[config.mk]
export PLATFORM = sky130hd
export DESIGN_NAME = summator_arbiter_flat
export DESIGN_NICKNAME = d
export VERILOG_FILES = /design/src/rtl/summator_pkg.sv /design/src/rtl/summator_arbiter_if.sv /design/src/rtl/summator_arbiter_summator.sv /design/src/rtl/summator_arbiter.sv /design/src/flat_wrapper.sv
export SDC_FILE = /design/constraint.sdc
export NUM_CORES = 1
export LEC_CHECK = 0
export BUFFER_PORTS_ARGS = -buffer_cell sky130_fd_sc_hd__buf_2
export CORE_MARGIN = 1.5
export CORE_UTILIZATION = 42
export CTS_CLUSTER_DIAMETER = 50
export DETAILED_ROUTE_END_ITERATION = 10
export PLACE_DENSITY = 0.82
export RECOVER_POWER = 50
export SLEW_MARGIN = 20
export SYNTH_ARGS = -nofsm -noshare
export SYNTH_HDL_FRONTEND = slang
export SYNTH_HIERARCHICAL = 1
export SYNTH_SLANG_ARGS = --single-unit
[constraint.sdc]
create_clock -name clk_i -period 3.18 [get_ports clk_i]
set_input_delay 0.636 -clock clk_i [delete_from_list [all_inputs] [get_ports clk_i]]
set_output_delay 0.636 -clock clk_i [all_outputs]
set_load 0.01 [all_outputs]
[src/rtl/summator_pkg.sv]
// Shared types and constants for the summator arbiter slice.
package summator_pkg;

  localparam int SUM_WIDTH = 17;
  localparam int SUM_NCLI  = 2;

  localparam int CLI_SQRT = 0;
  localparam int CLI_MULT = 1;

  typedef enum logic [1:0] {
    IDLE  = 2'd0,
    OWNED = 2'd1,
    BLOCK = 2'd2
  } sum_state_e;

endpackage

[src/rtl/summator_arbiter_if.sv]
// Client/arbiter bus for the shared summator: requests and operands in, grant and sum out.
interface summator_arbiter_if
  import summator_pkg::*;
#(
  parameter int WIDTH = SUM_WIDTH,
  parameter int NCLI  = SUM_NCLI
);

  logic [NCLI-1:0]       req_i;
  logic [NCLI*WIDTH-1:0] opa_i;
  logic [NCLI*WIDTH-1:0] opb_i;
  logic [NCLI-1:0]       grant_o;
  logic [WIDTH-1:0]      result_o;
  logic                  busy_o;
  logic                  timeout_o;

  modport master (
    output req_i, opa_i, opb_i,
    input  grant_o, result_o, busy_o, timeout_o
  );

  modport slave (
    input  req_i, opa_i, opb_i,
    output grant_o, result_o, busy_o, timeout_o
  );

endinterface

[src/rtl/summator_arbiter_summator.sv]
// The single shared WIDTH-bit adder; sum wraps modulo 2^WIDTH.
module summator
  import summator_pkg::*;
#(
  parameter int WIDTH = SUM_WIDTH
) (
  input  logic [WIDTH-1:0] a,
  input  logic [WIDTH-1:0] b,
  output logic [WIDTH-1:0] y
);

  assign y = a + b;

endmodule

[src/rtl/summator_arbiter.sv]
// Round-robin owner arbitration for the shared summator, with a hold watchdog
// that revokes and blocks a client holding its grant too long.
module summator_arbiter
  import summator_pkg::*;
#(
  parameter int WIDTH    = SUM_WIDTH,
  parameter int NCLI     = SUM_NCLI,
  parameter int MAX_HOLD = 64
) (
  input  logic             clk_i,
  input  logic             rst_i,
  summator_arbiter_if.slave bus
);

  localparam int PW = $clog2(NCLI);
  localparam int CW = (MAX_HOLD > 1) ? $clog2(MAX_HOLD) : 1;

  sum_state_e       state_r, state_n_s;
  logic [NCLI-1:0]  grant_r, grant_n_s;
  logic [NCLI-1:0]  blocked_r, blocked_n_s;
  logic [NCLI-1:0]  elig_s;
  logic [PW-1:0]    ptr_r, ptr_n_s;
  logic [PW-1:0]    own_s, search_ptr_s, cand_s, win_s;
  logic             win_vld_s;
  logic [CW-1:0]    cnt_r, cnt_n_s;
  logic             timeout_r, timeout_n_s;
  logic [WIDTH-1:0] opa_sel_s, opb_sel_s, sum_s;

  function automatic logic [PW-1:0] next_idx(input logic [PW-1:0] idx);
    if (idx == PW'(NCLI - 1)) begin
      return '0;
    end else begin
      return idx + PW'(1);
    end
  endfunction

  // A blocked client stays ineligible until it lowers its request.
  assign elig_s = bus.req_i & ~blocked_r;

  // Owner index from the one-hot grant.
  always_comb begin
    own_s = '0;
    for (int i = 0; i < NCLI; i++) begin
      if (grant_r[i]) begin
        own_s = PW'(i);
      end else begin
        own_s = own_s;
      end
    end
  end

  // On release the search starts just past the departing owner.
  always_comb begin
    if (state_r == OWNED && !bus.req_i[own_s]) begin
      search_ptr_s = next_idx(own_s);
    end else begin
      search_ptr_s = ptr_r;
    end
  end

  // Cyclic first-eligible search starting at search_ptr_s.
  always_comb begin
    win_vld_s = 1'b0;
    win_s     = '0;
    cand_s    = '0;
    for (int i = 0; i < NCLI; i++) begin
      if (int'(search_ptr_s) + i >= NCLI) begin
        cand_s = PW'(int'(search_ptr_s) + i - NCLI);
      end else begin
        cand_s = PW'(int'(search_ptr_s) + i);
      end
      if (!win_vld_s && elig_s[cand_s]) begin
        win_vld_s = 1'b1;
        win_s     = cand_s;
      end else begin
        win_vld_s = win_vld_s;
      end
    end
  end

  // Next-state logic: grant, release, watchdog revoke.
  always_comb begin
    grant_n_s   = grant_r;
    blocked_n_s = blocked_r & bus.req_i;
    ptr_n_s     = ptr_r;
    cnt_n_s     = cnt_r;
    timeout_n_s = timeout_r;
    case (state_r)
      OWNED: begin
        if (!bus.req_i[own_s]) begin
          ptr_n_s = next_idx(own_s);
          cnt_n_s = '0;
          if (win_vld_s) begin
            grant_n_s = NCLI'(1) << win_s;
          end else begin
            grant_n_s = '0;
          end
        end else if (MAX_HOLD != 0 && cnt_r == CW'(MAX_HOLD - 1)) begin
          grant_n_s   = '0;
          timeout_n_s = 1'b1;
          ptr_n_s     = next_idx(own_s);
          blocked_n_s = blocked_n_s | grant_r;
          cnt_n_s     = '0;
        end else begin
          cnt_n_s = (MAX_HOLD != 0) ? cnt_r + CW'(1) : '0;
        end
      end
      IDLE, BLOCK: begin
        cnt_n_s = '0;
        if (win_vld_s) begin
          grant_n_s = NCLI'(1) << win_s;
        end else begin
          grant_n_s = '0;
        end
      end
      default: begin
        grant_n_s = '0;
        cnt_n_s   = '0;
      end
    endcase
    if (grant_n_s != '0) begin
      state_n_s = OWNED;
    end else if (blocked_n_s != '0) begin
      state_n_s = BLOCK;
    end else begin
      state_n_s = IDLE;
    end
  end

  // State registers.
  always_ff @(posedge clk_i or negedge rst_i) begin
    if (!rst_i) begin
      state_r   <= IDLE;
      grant_r   <= '0;
      blocked_r <= '0;
      ptr_r     <= '0;
      cnt_r     <= '0;
      timeout_r <= 1'b0;
    end else begin
      state_r   <= state_n_s;
      grant_r   <= grant_n_s;
      blocked_r <= blocked_n_s;
      ptr_r     <= ptr_n_s;
      cnt_r     <= cnt_n_s;
      timeout_r <= timeout_n_s;
    end
  end

  // AND-OR operand mux; all-zero grant yields zero operands and a zero sum.
  always_comb begin
    opa_sel_s = '0;
    opb_sel_s = '0;
    for (int i = 0; i < NCLI; i++) begin
      opa_sel_s = opa_sel_s | (bus.opa_i[i*WIDTH +: WIDTH] & {WIDTH{grant_r[i]}});
      opb_sel_s = opb_sel_s | (bus.opb_i[i*WIDTH +: WIDTH] & {WIDTH{grant_r[i]}});
    end
  end

  summator #(.WIDTH(WIDTH)) u_summator (
    .a (opa_sel_s),
    .b (opb_sel_s),
    .y (sum_s)
  );

  assign bus.grant_o   = grant_r;
  assign bus.result_o  = sum_s;
  assign bus.busy_o    = (grant_r != '0);
  assign bus.timeout_o = timeout_r;

endmodule

[src/flat_wrapper.sv]
// flat-port wrapper written by rule: the top's interface ports become plain ports
module summator_arbiter_flat import summator_pkg::*;
#(
  parameter int WIDTH    = SUM_WIDTH,
  parameter int NCLI     = SUM_NCLI,
  parameter int MAX_HOLD = 64
)
  (clk_i, rst_i, bus_req_i, bus_opa_i, bus_opb_i, bus_grant_o, bus_result_o, bus_busy_o, bus_timeout_o);
  summator_arbiter_if #(.WIDTH(WIDTH), .NCLI(NCLI)) bus_i ();
  input  logic clk_i;
  input  logic rst_i;
  input wire logic [$bits(bus_i.req_i)-1:0] bus_req_i;
  input wire logic [$bits(bus_i.opa_i)-1:0] bus_opa_i;
  input wire logic [$bits(bus_i.opb_i)-1:0] bus_opb_i;
  output wire logic [$bits(bus_i.grant_o)-1:0] bus_grant_o;
  output wire logic [$bits(bus_i.result_o)-1:0] bus_result_o;
  output wire logic [$bits(bus_i.busy_o)-1:0] bus_busy_o;
  output wire logic [$bits(bus_i.timeout_o)-1:0] bus_timeout_o;
  assign bus_i.req_i = bus_req_i;
  assign bus_i.opa_i = bus_opa_i;
  assign bus_i.opb_i = bus_opb_i;
  assign bus_grant_o = bus_i.grant_o;
  assign bus_result_o = bus_i.result_o;
  assign bus_busy_o = bus_i.busy_o;
  assign bus_timeout_o = bus_i.timeout_o;
  summator_arbiter #(.WIDTH(WIDTH), .NCLI(NCLI), .MAX_HOLD(MAX_HOLD)) u_core (.clk_i(clk_i), .rst_i(rst_i), .bus(bus_i));
endmodule
### Word-level counts from Yosys, hierarchy flattened

Index checks and enable logic that the tools add are counted.

* register bits: 14
* bits of input ports: 72
* output and inout bits: 21

* shift-type cells: 1
* bitwise gates (word level): 10
* reduce and logical (&&, ||, !) cells: 11
* equal/unequal tests: 4
* multiplexer cells: 29
* add/subtract/negate cells: 6
* magnitude comparators: 5

Operators by type and width (number)
* $and A17 B17 Y17: 4
* $or A17 B17 Y17: 2
* $mux W6: 3
* $add A17 B17 Y17: 1
* $mux W1: 17
* $mux W2: 8
* $add A6 B1 Y6 const B: 1
* $eq A6 B6 Y1 const B: 1
* $lt A1 B2 Y1 const B: 3
* $reduce_bool A2 Y1: 3
* $and A2 B2 Y2: 2
* $pmux W2 S2: 1
* $reduce_and A3 Y1: 1
* $add A1 B1 Y2 const B: 1
* $eq A2 B1 Y1 const B: 1
* $eq A2 B2 Y1 const B: 1
* $ge A1 B2 Y1 const B: 1
* $ge A2 B2 Y1 const B: 1
* $logic_and A1 B1 Y1: 2
* $logic_not A1 Y1: 2
* $logic_not A2 Y1: 1
* $ne A2 B2 Y1 const B: 1
* $not A2 Y2: 1
* $or A2 B2 Y2: 1
* other kinds (5): 6

### Logic depth before layout (Yosys ltp)

* depth in word-level cells: 20
* mapped depth: 10
* gate-level depth less buffers: 8

### Hierarchy

Netlist, hierarchy kept.

By module, submodules not included
* summator_arbiter: area an instance 998.5 um^2, times used 1, cells each 105
* summator: area an instance 860.8 um^2, times used 1, cells each 116

### Worst setup path after synthesis

No wires, ideal clock.

* kind: reg-to-output
* start: register u_core.grant_r[0], in the netlist u_core/bus.grant_o[0]
* end: output bus_result_o[16]
* data required time: 2.544 ns
* cell stages (with the launch flop): 11
* slack: -0.091 ns
* path buffers: 2
* arrival: 2.635 ns
* cells stage by stage: dfrtp_1 > clkbuf_1 > clkbuf_1 > a22o_1 > ha_1 > fa_1 > a211oi_1 > o211ai_1 > a31oi_1 > nor2_1 > a211oi_1

* longest elaborated chain between the ends: 3

Ends and longest elaborated chain
* start, declared: RTL line summator_arbiter.sv:19 `logic [NCLI-1:0] grant_r, grant_n_s;`
* start signal, assigned: RTL line summator_arbiter.sv:141 `grant_r <= grant_n_s;`
* $and A17 B17 Y17: RTL line summator_arbiter.sv:155 `opb_sel_s = opb_sel_s | (bus.opb_i[i*WIDTH +: WIDTH] & {WIDTH{grant_r[i]}});`
* $or A17 B17 Y17: RTL line summator_arbiter.sv:155
* named net u_core.opb_sel_s[0]: RTL line summator_arbiter.sv:27 `logic [WIDTH-1:0] opa_sel_s, opb_sel_s, sum_s;`
* $add A17 B17 Y17: RTL line summator_arbiter_summator.sv:12 `assign y = a + b;`
* end, declared: RTL line flat_wrapper.sv:16 `output wire logic [$bits(bus_i.result_o)-1:0] bus_result_o;`

The timed path passes the listed nets, and every way through them passes these cells.

### Worst setup path in the final report

* start: register u_core.grant_r[0], in the netlist u_core/bus.grant_o[0]
* end: output bus_result_o[10]

The elaborated chain is that of the path after synthesis.

==> tab_implementation.tex <==
\begin{tabular}{lr}
\hline
Metric & Value \\
\hline
\multicolumn{2}{l}{\textbf{Outcome}} \\
\quad Status & finished, violations left \\
\quad Failing checks & setup timing \\
\multicolumn{2}{l}{\textbf{Yosys}} \\
\quad Mapped Area & approximately 1900 µm² \\
\quad Largest cells by area after synthesis & dfrtp\_1 19\%, a22o\_1 16\%, ha\_1 11\% \\
\quad Most used flip-flop cell after synthesis & dfrtp\_1 \\
\quad Synthesized netlist net count & 311 \\
\quad Async set-reset flop share out of synthesis & 1.00 \\
\quad YS warnings & 6 \\
\quad Distinct cell type count of the synthesized netlist & 51 \\
\quad Sequential fraction of the synthesis area & 0.188 \\
\quad Post-synthesis cell count & 221 \\
\quad Number of flops mapped to enable cells by yosys & 0 \\
\quad Cell accounting for the most synthesized area & dfrtp\_1 \\
\quad Average instance area after synthesis & 8.41 µm² \\
\quad Area fraction of the dominant cell type after synthesis & 0.188 \\
\quad Flops \& latches, synth & 14 \\
\multicolumn{2}{l}{\textbf{Power}} \\
\quad Net Sw Power & 1.23 mW \\
\quad Share of power burned in the clock network & 0.065 \\
\quad Total power after layout & approximately 2.7 mW \\
\quad Pint & 1.42 mW \\
\quad Net switching fraction of the power & 0.464 \\
\quad Sequential group share of total power & 0.095 \\
\quad Power density normalized to cell area & roughly 950 nW/µm² \\
\quad VDD IR max & approximately 420 µV \\
\quad Static Leakage & 1.47 nW \\
\quad Combinational cell fraction of total power & 0.839 \\
\multicolumn{2}{l}{\textbf{Clocking}} \\
\quad Worst skew pair latency & 0.25 ns \\
\quad Clock slew at reported path FFs & 0.06 ns \\
\quad Clock tree from TritonCTS & built \\
\quad H-tree depth & 1 \\
\quad Total clock sinks & 14 \\
\quad CTS root buf & clkbuf\_8 \\
\quad Number of buffers created by CTS & 3 \\
\quad Max Root-Sink Buffers & 2 \\
\multicolumn{2}{l}{\textbf{Run}} \\
\quad Max-capacitance violation count & 0 \\
\multicolumn{2}{l}{\textbf{Floorplanning}} \\
\quad Overall die area & 4840 µm² \\
\quad Initial core utilization & 0.433 \\
\quad Height of the die & 69.5 µm \\
\quad Die Span X & 69.5 µm \\
\quad Total core area & 4290 µm² \\
\quad Number of I/O pins & between 90 and 100 \\
\quad Row count & 24 \\
\multicolumn{2}{l}{\textbf{Setup path}} \\
\quad R2r worst-path depth & 5 \\
\quad Kind of end point of the critical path & primary output \\
\quad Crit path launch type & register \\
\quad Endpoint arrival time on the critical path & 2.75 ns \\
\quad Category of cells accounting for the largest share of critical-path delay & compound AO/OA/AOI/OAI gates \\
\quad Startpoint of the lowest-slack register-to-register path & u\_core/bus.grant\_o[1] \\
\quad Crit path cell chain & buf\_6, a22o\_1, ha\_2, fa\_2, a211oi\_2, o211ai\_1, a31o\_1, a21oi\_2, xnor2\_1, buf\_2 \\
\quad Critical-path maximum fanout & 6 \\
\quad Cell with the largest stage delay on the worst path & dfrtp\_2 \\
\quad RR Endpoint & u\_core/state\_r[0] \\
\quad Crit Path Class & reg -> out \\
\quad Sum of buffers and inverters on the critical path & 2 \\
\quad Flop2flop setup slack & $\sim$1.5 ns \\
\quad Required time at the endpoint of the critical path & 2.54 ns \\
\quad Largest stage delay, worst path & 0.46 ns \\
\multicolumn{2}{l}{\textbf{Detailed routing}} \\
\quad Total length of routed wires & 5760 µm \\
\quad Pre-antenna DRT Iters & 4 \\
\quad Via count & 2205 \\
\quad Post-DR vias/cell & approximately 5.6 \\
\quad Starting DRT DRC Count & about 270 \\
\quad Remaining DRCs & 0 \\
\quad Wire per inst & between 10 and 15 µm \\
\quad Count of antenna-violating nets left after detailed routing & 0 \\
\multicolumn{2}{l}{\textbf{Finish}} \\
\quad Synthesis-to-layout area growth & 50.4\% \\
\quad Commonest non-fill, non-tap cell in the layout & buf\_2 \\
\quad Number of antenna diodes & 0 \\
\quad Fraction of final layout cells sized beyond drive strength 1 & 0.472 \\
\quad Most frequent cells in the layout & 90 x buf\_2, 33 x a22o\_1, 30 x buf\_4 \\
\quad Number of nets in the finished design & 430 \\
\multicolumn{2}{l}{\textbf{Global routing}} \\
\quad Overall global routing resource usage & 0.224 \\
\quad Pin count of the biggest net entering global routing & 15 \\
\quad Vias in the first global route & 2047 \\
\quad Number of antenna violations at the first check in global routing & 0 \\
\quad Overflow left after global routing & 0 \\
\quad Global-route wire length before repair & 9000 µm \\
\multicolumn{2}{l}{\textbf{STA}} \\
\quad Final-layout setup total negative slack & -1.10 ns \\
\quad Final critical-path share of the clock period & 1.07 \\
\quad Max Slew Vio Count & 0 \\
\quad Min setup slack post-route & -0.208 ns \\
\quad Unrepaired setup endpoints after global routing & yes \\
\quad Final setup violation count & 9 \\
\quad Worst Max-Slew Pin Slew & 0.728 ns \\
\quad Final hold slack & around 0.42 ns \\
\quad Post-layout min period & 3.39 ns \\
\quad Number of hold violations in the final report & 0 \\
\quad Post-route clock skew & 0.00163 ns \\
\quad Max Clk Rate & 0.295 GHz \\
\quad Max-slew headroom at the worst pin & 0.515 \\
\multicolumn{2}{l}{\textbf{Placed design}} \\
\quad RePlAce Congestion & between 0.9 and 1 \\
\quad Port Buffers & 92 \\
\quad Total half-perimeter wirelength after legalization and detailed placement & approximately 4300 µm \\
\multicolumn{2}{l}{\textbf{Hold path}} \\
\quad Classification of the worst-slack hold path & in -> async \\
\hline
\end{tabular}
## final cells by class
class / instances / area (µm²)
Fill cell: 365 / 1500
Tap cell: 52 / 65.1
Timing Repair Buffer: 127 / 743
Inverter: 6 / 22.5
Multi-Input combinational cell: 188 / 1560
Sequential cell: 14 / 353
Clock buffer: 4 / 55.1
## flip-flops by register name (all words and copies together), names as in the netlist
name and flops:
u_core/cnt_r 6, u_core/blocked_r 2, u_core/bus.grant_o 2, u_core/state_r 2, u_core/bus.timeout_o 1, u_core/ptr_r 1
## power by group through the flow
stage,clock network [mW],registers (mW),logic (mW)
final,0.173,0.253,2.23
after global routing,0.190,0.258,2.41
after CTS,0.179,0.254,2.08
after detailed placement,0,0.255,1.92
after global placement,0,0.253,1.89
after floorplan,0,0.238,1.31
## cells by family (layout without fill, tap and decap cells)
family | Yosys count | count (layout) | synth area share
simple gates | 62 | 62 | 0.168
xor+xnor | 15 | 15 | 0.0707
flops | 14 | 14 | 0.188
mux | 2 | 2 | 0.0108
compound gates | 91 | 91 | 0.390
buf+inv | 19 | 137 | 0.0464
fa+ha+maj | 18 | 18 | 0.125
## through the flow
stage          std cells  instance area [µm²]  worst slack [ns]  utilization
2_1_floorplan        221                 1880            0.0195            -
3_3_place_gp         377                 2520            -0.229        0.587
3_5_place_dp         377                 2520            -0.252        0.587
4_1_cts              389                 2710            -0.160        0.631
5_1_grt              391                 2800            -0.349        0.651
6_report             391                 2800            -0.208        0.651
## synth_stat cells (2+ instances only)
cell       n
a221oi_1   2
a31oi_1    3
ha_1      17
a211o_1    2
nand3_1    2
o21ai_0    8
xor2_1     4
a211oi_1   3
and3_1     4
or2_1      2
a21oi_2    2
o21ai_1    2
inv_1      6
nor2b_1    4
dfrtp_1   14
nor2_1    21
o21a_1     2
a221oi_2   3
buf_1      4
clkbuf_1   4
a22o_1    34
a21oi_1    8
mux2i_1    2
xnor2_1   11
and2_1     4
a21o_1     8
nand2_1   11
o211ai_1   3
o31ai_1    2
nor3_1     4
a31o_1     2
buf_2      3
nand4_1    2
## worst max path at each step
| stage | slack (ns) | depth (start not counted) | to | start |
|---|---|---|---|---|
| final | -0.21 | 10 | bus_result_o[10] | u_core/bus.grant_o[0] |
| after global routing | -0.35 | 10 | bus_result_o[10] | u_core/bus.grant_o[0] |
| after CTS | -0.16 | 9 | bus_result_o[15] | u_core/bus.grant_o[1] |
| after detailed placement | -0.25 | 10 | bus_result_o[10] | bus_opa_i[0] |
| after global placement | -0.23 | 10 | bus_result_o[10] | bus_opa_i[0] |
| after floorplan | 0.02 | 10 | bus_result_o[10] | u_core/bus.grant_o[0] |
## metal layers
metal,share of wire,vias to the layer above,track usage
met5,0,-,0
met4,0.011,0,0.0719
met3,0.062,7,0.0174
met2,0.51,95,0.400
met1,0.42,1025,0.284
li1,-,1078,-
## timing repair
item	in CTS	in global routing
hold buffers	0	0
pin swaps	7	9
buffers inserted	8	2
endpoints found under the setup margin	11	11
gates resized for setup	16	11
No activity file was read; power rests on OpenSTA's default activity.
